--- src/rtl/vga_draw_arbiter.sv ---
// vga_draw_arbiter: round-robin owner of the single VGA pixel-write port shared
// by four drawing engines, with a hold watchdog and on-screen clipping.
module vga_draw_arbiter #(
   parameter int unsigned NUM_REQ         = 4,
   parameter logic [15:0] MAX_HOLD        = 16'd20000,
   parameter logic [7:0]  X_SCREEN_PIXELS = 8'd160,
   parameter logic [6:0]  Y_SCREEN_PIXELS = 7'd120
) (
   input  logic                 clk,
   input  logic                 resetn,
   input  logic [NUM_REQ-1:0]   req,
   input  logic [NUM_REQ-1:0]   done,
   input  logic [NUM_REQ-1:0]   wr_en,
   input  logic [8*NUM_REQ-1:0] x_in,
   input  logic [7*NUM_REQ-1:0] y_in,
   input  logic [3*NUM_REQ-1:0] colour_in,
   output logic [NUM_REQ-1:0]   grant,
   output logic                 busy,
   output logic [7:0]           vga_x,
   output logic [6:0]           vga_y,
   output logic [2:0]           vga_colour,
   output logic                 vga_plot,
   output logic                 timeout_err
);

   localparam int unsigned SEL_W  = 2;
   localparam int unsigned XW     = 8;
   localparam int unsigned YW     = 7;
   localparam int unsigned CW     = 3;
   localparam int unsigned HOLD_W = 16;

   typedef enum logic [1:0] {
      S_IDLE    = 2'd0,
      S_GRANT   = 2'd1,
      S_RELEASE = 2'd2
   } state_e;

   state_e              state_q, state_d;
   logic [SEL_W-1:0]    sel_q, sel_d;
   logic [SEL_W-1:0]    rr_ptr_q, rr_ptr_d;
   logic [HOLD_W-1:0]   hold_q, hold_d;
   logic [NUM_REQ-1:0]  grant_q, grant_d;
   logic                busy_q, busy_d;
   logic [XW-1:0]       vga_x_q, vga_x_d;
   logic [YW-1:0]       vga_y_q, vga_y_d;
   logic [CW-1:0]       vga_colour_q, vga_colour_d;
   logic                vga_plot_q, vga_plot_d;
   logic                timeout_q, timeout_d;

   logic [SEL_W-1:0]    win_c;
   logic                found_c;
   logic [XW-1:0]       sel_x_c;
   logic [YW-1:0]       sel_y_c;
   logic [CW-1:0]       sel_colour_c;
   logic                end_c;
   logic                hold_hit_c;

   // First set request at or after rr_ptr, wrapping; descending scan keeps the nearest.
   always_comb begin
      win_c   = rr_ptr_q;
      found_c = 1'b0;
      for (int k = int'(NUM_REQ) - 1; k >= 0; k--) begin
         if (req[SEL_W'(rr_ptr_q + SEL_W'(k))]) begin
            win_c   = SEL_W'(rr_ptr_q + SEL_W'(k));
            found_c = 1'b1;
         end
      end
   end

   assign sel_x_c      = x_in[XW*sel_q +: XW];
   assign sel_y_c      = y_in[YW*sel_q +: YW];
   assign sel_colour_c = colour_in[CW*sel_q +: CW];
   assign end_c        = done[sel_q] | ~req[sel_q];
   assign hold_hit_c   = (hold_q == HOLD_W'(MAX_HOLD - 16'd1));

   always_comb begin
      state_d      = state_q;
      sel_d        = sel_q;
      rr_ptr_d     = rr_ptr_q;
      hold_d       = hold_q;
      grant_d      = grant_q;
      busy_d       = busy_q;
      vga_x_d      = vga_x_q;
      vga_y_d      = vga_y_q;
      vga_colour_d = vga_colour_q;
      vga_plot_d   = 1'b0;
      timeout_d    = 1'b0;
      case (state_q)
         S_IDLE: begin
            if (found_c) begin
               state_d = S_GRANT;
               sel_d   = win_c;
               grant_d = NUM_REQ'(1) << win_c;
               busy_d  = 1'b1;
               hold_d  = '0;
            end
         end
         S_GRANT: begin
            hold_d = hold_q + HOLD_W'(1);
            // A strobe coinciding with done is still issued.
            if (wr_en[sel_q]) begin
               vga_x_d      = sel_x_c;
               vga_y_d      = sel_y_c;
               vga_colour_d = sel_colour_c;
               vga_plot_d   = (sel_x_c < X_SCREEN_PIXELS) && (sel_y_c < Y_SCREEN_PIXELS);
            end
            if (end_c || hold_hit_c) begin
               state_d   = S_RELEASE;
               grant_d   = '0;
               busy_d    = 1'b0;
               rr_ptr_d  = SEL_W'(sel_q + SEL_W'(1));
               timeout_d = hold_hit_c & ~end_c;
            end
         end
         S_RELEASE: begin
            state_d = S_IDLE;
         end
         default: begin
            state_d = S_IDLE;
            grant_d = '0;
            busy_d  = 1'b0;
         end
      endcase
   end

   always_ff @(posedge clk or negedge resetn) begin
      if (!resetn) begin
         state_q      <= S_IDLE;
         sel_q        <= '0;
         rr_ptr_q     <= '0;
         hold_q       <= '0;
         grant_q      <= '0;
         busy_q       <= 1'b0;
         vga_x_q      <= '0;
         vga_y_q      <= '0;
         vga_colour_q <= '0;
         vga_plot_q   <= 1'b0;
         timeout_q    <= 1'b0;
      end else begin
         state_q      <= state_d;
         sel_q        <= sel_d;
         rr_ptr_q     <= rr_ptr_d;
         hold_q       <= hold_d;
         grant_q      <= grant_d;
         busy_q       <= busy_d;
         vga_x_q      <= vga_x_d;
         vga_y_q      <= vga_y_d;
         vga_colour_q <= vga_colour_d;
         vga_plot_q   <= vga_plot_d;
         timeout_q    <= timeout_d;
      end
   end

   assign grant       = grant_q;
   assign busy        = busy_q;
   assign vga_x       = vga_x_q;
   assign vga_y       = vga_y_q;
   assign vga_colour  = vga_colour_q;
   assign vga_plot    = vga_plot_q;
   assign timeout_err = timeout_q;

endmodule

--- config.mk ---
export PLATFORM = sky130hd
export DESIGN_NAME = vga_draw_arbiter
export DESIGN_NICKNAME = d
export VERILOG_FILES = /design/src/rtl/vga_draw_arbiter.sv
export SDC_FILE = /design/constraint.sdc
export NUM_CORES = 1
export LEC_CHECK = 0
export CAP_MARGIN = 20
export CORE_MARGIN = 8
export CORE_UTILIZATION = 43
export DETAILED_ROUTE_END_ITERATION = 16
export PLACE_DENSITY = 0.81
export SLEW_MARGIN = 40
export SYNTH_ARGS = -nofsm -noshare
export SYNTH_HDL_FRONTEND = slang
export SYNTH_SLANG_ARGS = --single-unit
--- constraint.sdc ---
create_clock -name clk -period 2.2 [get_ports clk]
set_clock_uncertainty 0.2 [all_clocks]
set_input_delay 0.22 -clock clk [delete_from_list [all_inputs] [get_ports clk]]
set_output_delay 0.22 -clock clk [all_outputs]
set_load 0.01 [all_outputs]
==> flow_metrics.env <==
export IMPL_syn_area_per_cell_um2=11.7
export IMPL_synth_area_leaders="dfrtp_1, mux4_2, mux2_2"
export IMPL_async_flop_share_pct=100
export IMPL_synth_net_count=314
export IMPL_core_area_mm2=0.00596
export IMPL_cp_max_fo=5
export IMPL_netlist_area_mm2=0.00265
export IMPL_drive_above_1_share_pct=20.1
export IMPL_cp_slowest_cell="dfrtp_1"
export IMPL_vias=2418
export IMPL_worstSetupStartpointType="flip-flop"
export IMPL_ys_seq_elements=47
export IMPL_finalHoldViolCount=0
export IMPL_clkLatencyLatePin_ns=0.30
export IMPL_grt_first_pass_wirelength_um=12600
export IMPL_io_buffer_count=110
export IMPL_ant_nets=0
export IMPL_cts_made_buffers=5
export IMPL_yosys_cell_types_count=44
export IMPL_ys_flop_type="dfrtp_1"
export IMPL_pre_cts_ws_ns=-0.0564
export IMPL_route_detailed_drc=0
export IMPL_cts_tree="done"
export IMPL_synth_common_cells="dfrtp_1, mux4_2, mux2_2, nand2_1, o21ai_0"
export IMPL_synth_edff_count=0
export IMPL_antenna_found_initial=0
export IMPL_r2r_start="hold_q[1]$_DFFE_PN0P_"
export IMPL_rrSetupSlack_ns=0.18
export IMPL_rsz0062_at_grt="false"
export IMPL_start_util_pct=44.5
export IMPL_yosysMostFrequentCell="dfrtp_1"
export IMPL_holdCritPathClass="input pin to async pin"
export IMPL_use_met2_pct=32.7
export IMPL_clockRootBuffer="clkbuf_8"
export IMPL_status="complete, no violations"
export IMPL_grt_ovfl_total=0
export IMPL_ctsHoldBuffers=1
export IMPL_r2r_cells=5
export IMPL_num_rows=28
export IMPL_routed_wl_um=8260
export IMPL_drt_first_iter_violations=158
export IMPL_syn2layout_area_growth_pct=54.4
export IMPL_finalSetupViolCount=0
export IMPL_cts_htree_levels=2
export IMPL_crit_required_ns=2.20
export IMPL_synthCells=227
export IMPL_routed_via_density=5.64
export IMPL_cp_startpoint="hold_q[1]$_DFFE_PN0P_"
export IMPL_ios=111
export IMPL_clockBufferDepth=2
export IMPL_drt_first_pass_iters=4
export IMPL_worst_pin_slew_ns=0.506
export IMPL_fp_dieH_um=94.5
export IMPL_p_leak_nw=1.65
export IMPL_fill_cells=462
export IMPL_busiest_layer="met2"
export IMPL_pwr_density_cell_mw_per_mm2=1090
export IMPL_dieWidth_um=94.5
export IMPL_fin_cells=429
export IMPL_critPathKind="flip-flop to flip-flop"
export IMPL_postCtsResizedCells=0
export IMPL_ys_seq_area_share_pct=44.4
export IMPL_r2r_end="rr_ptr_q[1]$_DFFE_PN0P_"
export IMPL_grt_util_met1_pct=21.0
export IMPL_vdd_drop_max_mv=0.687
export IMPL_grt_max_degree=44
export IMPL_finalMaxSlewViolations=0
export IMPL_place_inst=420
export IMPL_grt_pass1_vias=2577
export IMPL_fin_ws_ns=0.179
export IMPL_antennaDiodeCount=0
export IMPL_fin_hold_ws_ns=0.0638
export IMPL_critical_path_cell_chain="ha_1, and4_1, nand4_1, a21oi_2, mux2_1"
export IMPL_worst_setup_path_end_kind="flip-flop"
export IMPL_groute_layer_met3_usage_pct=4.44
export IMPL_yosysTopAreaCell="dfrtp_1"
export IMPL_finalCriticalPeriod_ns=2.02
export IMPL_relSlewSlack_pct=66.3
export IMPL_wl_per_cell_um=19.2
export IMPL_cts_sink_count=47
export IMPL_postCtsSetupRepairBufs=0
export IMPL_hpwl_um=6660
export IMPL_critical_path_max_stage_delay_ns=0.42
export IMPL_power_mw=4.44
export IMPL_grt_usage_pct=18.3
export IMPL_place_gp_congestion=0.841
export IMPL_final_core_util_pct=68.7
export IMPL_max_freq_mhz=495
export IMPL_maxCapViolations=0
export IMPL_timing_final_crit_share_pct=91.8
export IMPL_yosys_warnings=0
export IMPL_layout_nets=440
export IMPL_arrival_ns=2.02
export IMPL_synth_top_area_share_pct=44.4
export IMPL_die_area_mm2=0.00893
export IMPL_clkSlewWorstSetupHoldPaths_ns=0.09
-- per-layer routing --
| metal | wire length, µm | part of all wire [%] |
|---|---|---|
| met1 | 3170 | 38 |
| met2 | 4570 | 55 |
| met3 | 324 | 3.9 |
| met4 | 189 | 2.3 |
| met5 | 0 | 0 |
-- cells in the final DEF, fill, tap and decap left out, types with 3 or more instances in the layout --
| cell | netlist | routed |
|---|---|---|
| a21oi_1 | 5 | 5 |
| a31oi_1 | 3 | 3 |
| and2_1 | 4 | 4 |
| and4_1 | 4 | 4 |
| buf_12 | 0 | 3 |
| buf_4 | 0 | 15 |
| clkbuf_8 | 0 | 6 |
| clkdlybuf4s50_1 | 0 | 109 |
| dfrtp_1 | 47 | 47 |
| inv_1 | 9 | 9 |
| mux2_2 | 18 | 18 |
| mux4_2 | 20 | 20 |
| nand2_1 | 18 | 18 |
| nand3_1 | 9 | 9 |
| nand4_1 | 7 | 7 |
| nor2_1 | 5 | 5 |
| nor2b_1 | 8 | 8 |
| nor3_1 | 3 | 3 |
| o211ai_1 | 3 | 3 |
| o21ai_0 | 18 | 18 |
| o22ai_1 | 4 | 4 |
| o31ai_1 | 3 | 3 |
-- per-stage QoR --
step / instance area [µm²] / TNS [ns]
global route: 4090 / 0
floorplan: 2650 / 0
CTS: 4090 / 0
finish: 4090 / 0
detailed placement: 3960 / -0.0796
global placement: 3960 / -0.0162
-- logic make-up after synthesis --
family	synth area share [%]
mux	25.8
flops	44.4
compound gates	11.4
buf+inv	3.12
fa+ha+maj	0.472
simple gates	14.5
xor+xnor	0.331
-- worst max-delay path, delay by kind of cell, from the launching register on --
family	cells	cell delay (ns)
adder cells (fa/ha/maj)	1	0.26
multiplexers	1	0.34
flip-flops	1	0.42
AND/OR/NAND/NOR	2	0.43
AO/OA/AOI/OAI	1	0.25
-- area by class of cell --
class,count,area [µm²],share of cell area (%)
multi-input combinational,161,1390,34.0
clock buffer,6,82.6,2.02
tap,75,93.8,2.29
timing repair buffer,129,1280,31.3
clock inverter,2,35.0,0.857
sequential,47,1180,28.8
inverter,9,33.8,0.826
-- sequential cells by signal, indices dropped and copies added, names as in the netlist, 2 cells and up --
register / cells
hold_q: 16
vga_x: 8
rr_ptr_q: 2
state_q: 2
vga_colour: 3
sel_q: 2
grant: 4
vga_y: 7
-- worst max path at each step --
| stage | slack, ns | cells after the start | to |
|---|---|---|---|
| finish | 0.18 | 5 | rr_ptr_q[1]$_DFFE_PN0P_ |
| global route | 0.03 | 6 | hold_q[14]$_DFFE_PN0P_ |
| CTS | 0.17 | 5 | rr_ptr_q[1]$_DFFE_PN0P_ |
| detailed placement | -0.06 | 5 | rr_ptr_q[1]$_DFFE_PN0P_ |
| global placement | -0.02 | 5 | rr_ptr_q[1]$_DFFE_PN0P_ |
| floorplan | 0.26 | 5 | vga_colour[2]$_DFFE_PN0P_ |
-- power by group --
group,internal [mW],switching [mW]
Combinational,1.37,1.02
Clock,0.368,0.296
Sequential,1.16,0.221
Note: power is estimated with default switching activity, not from simulation.
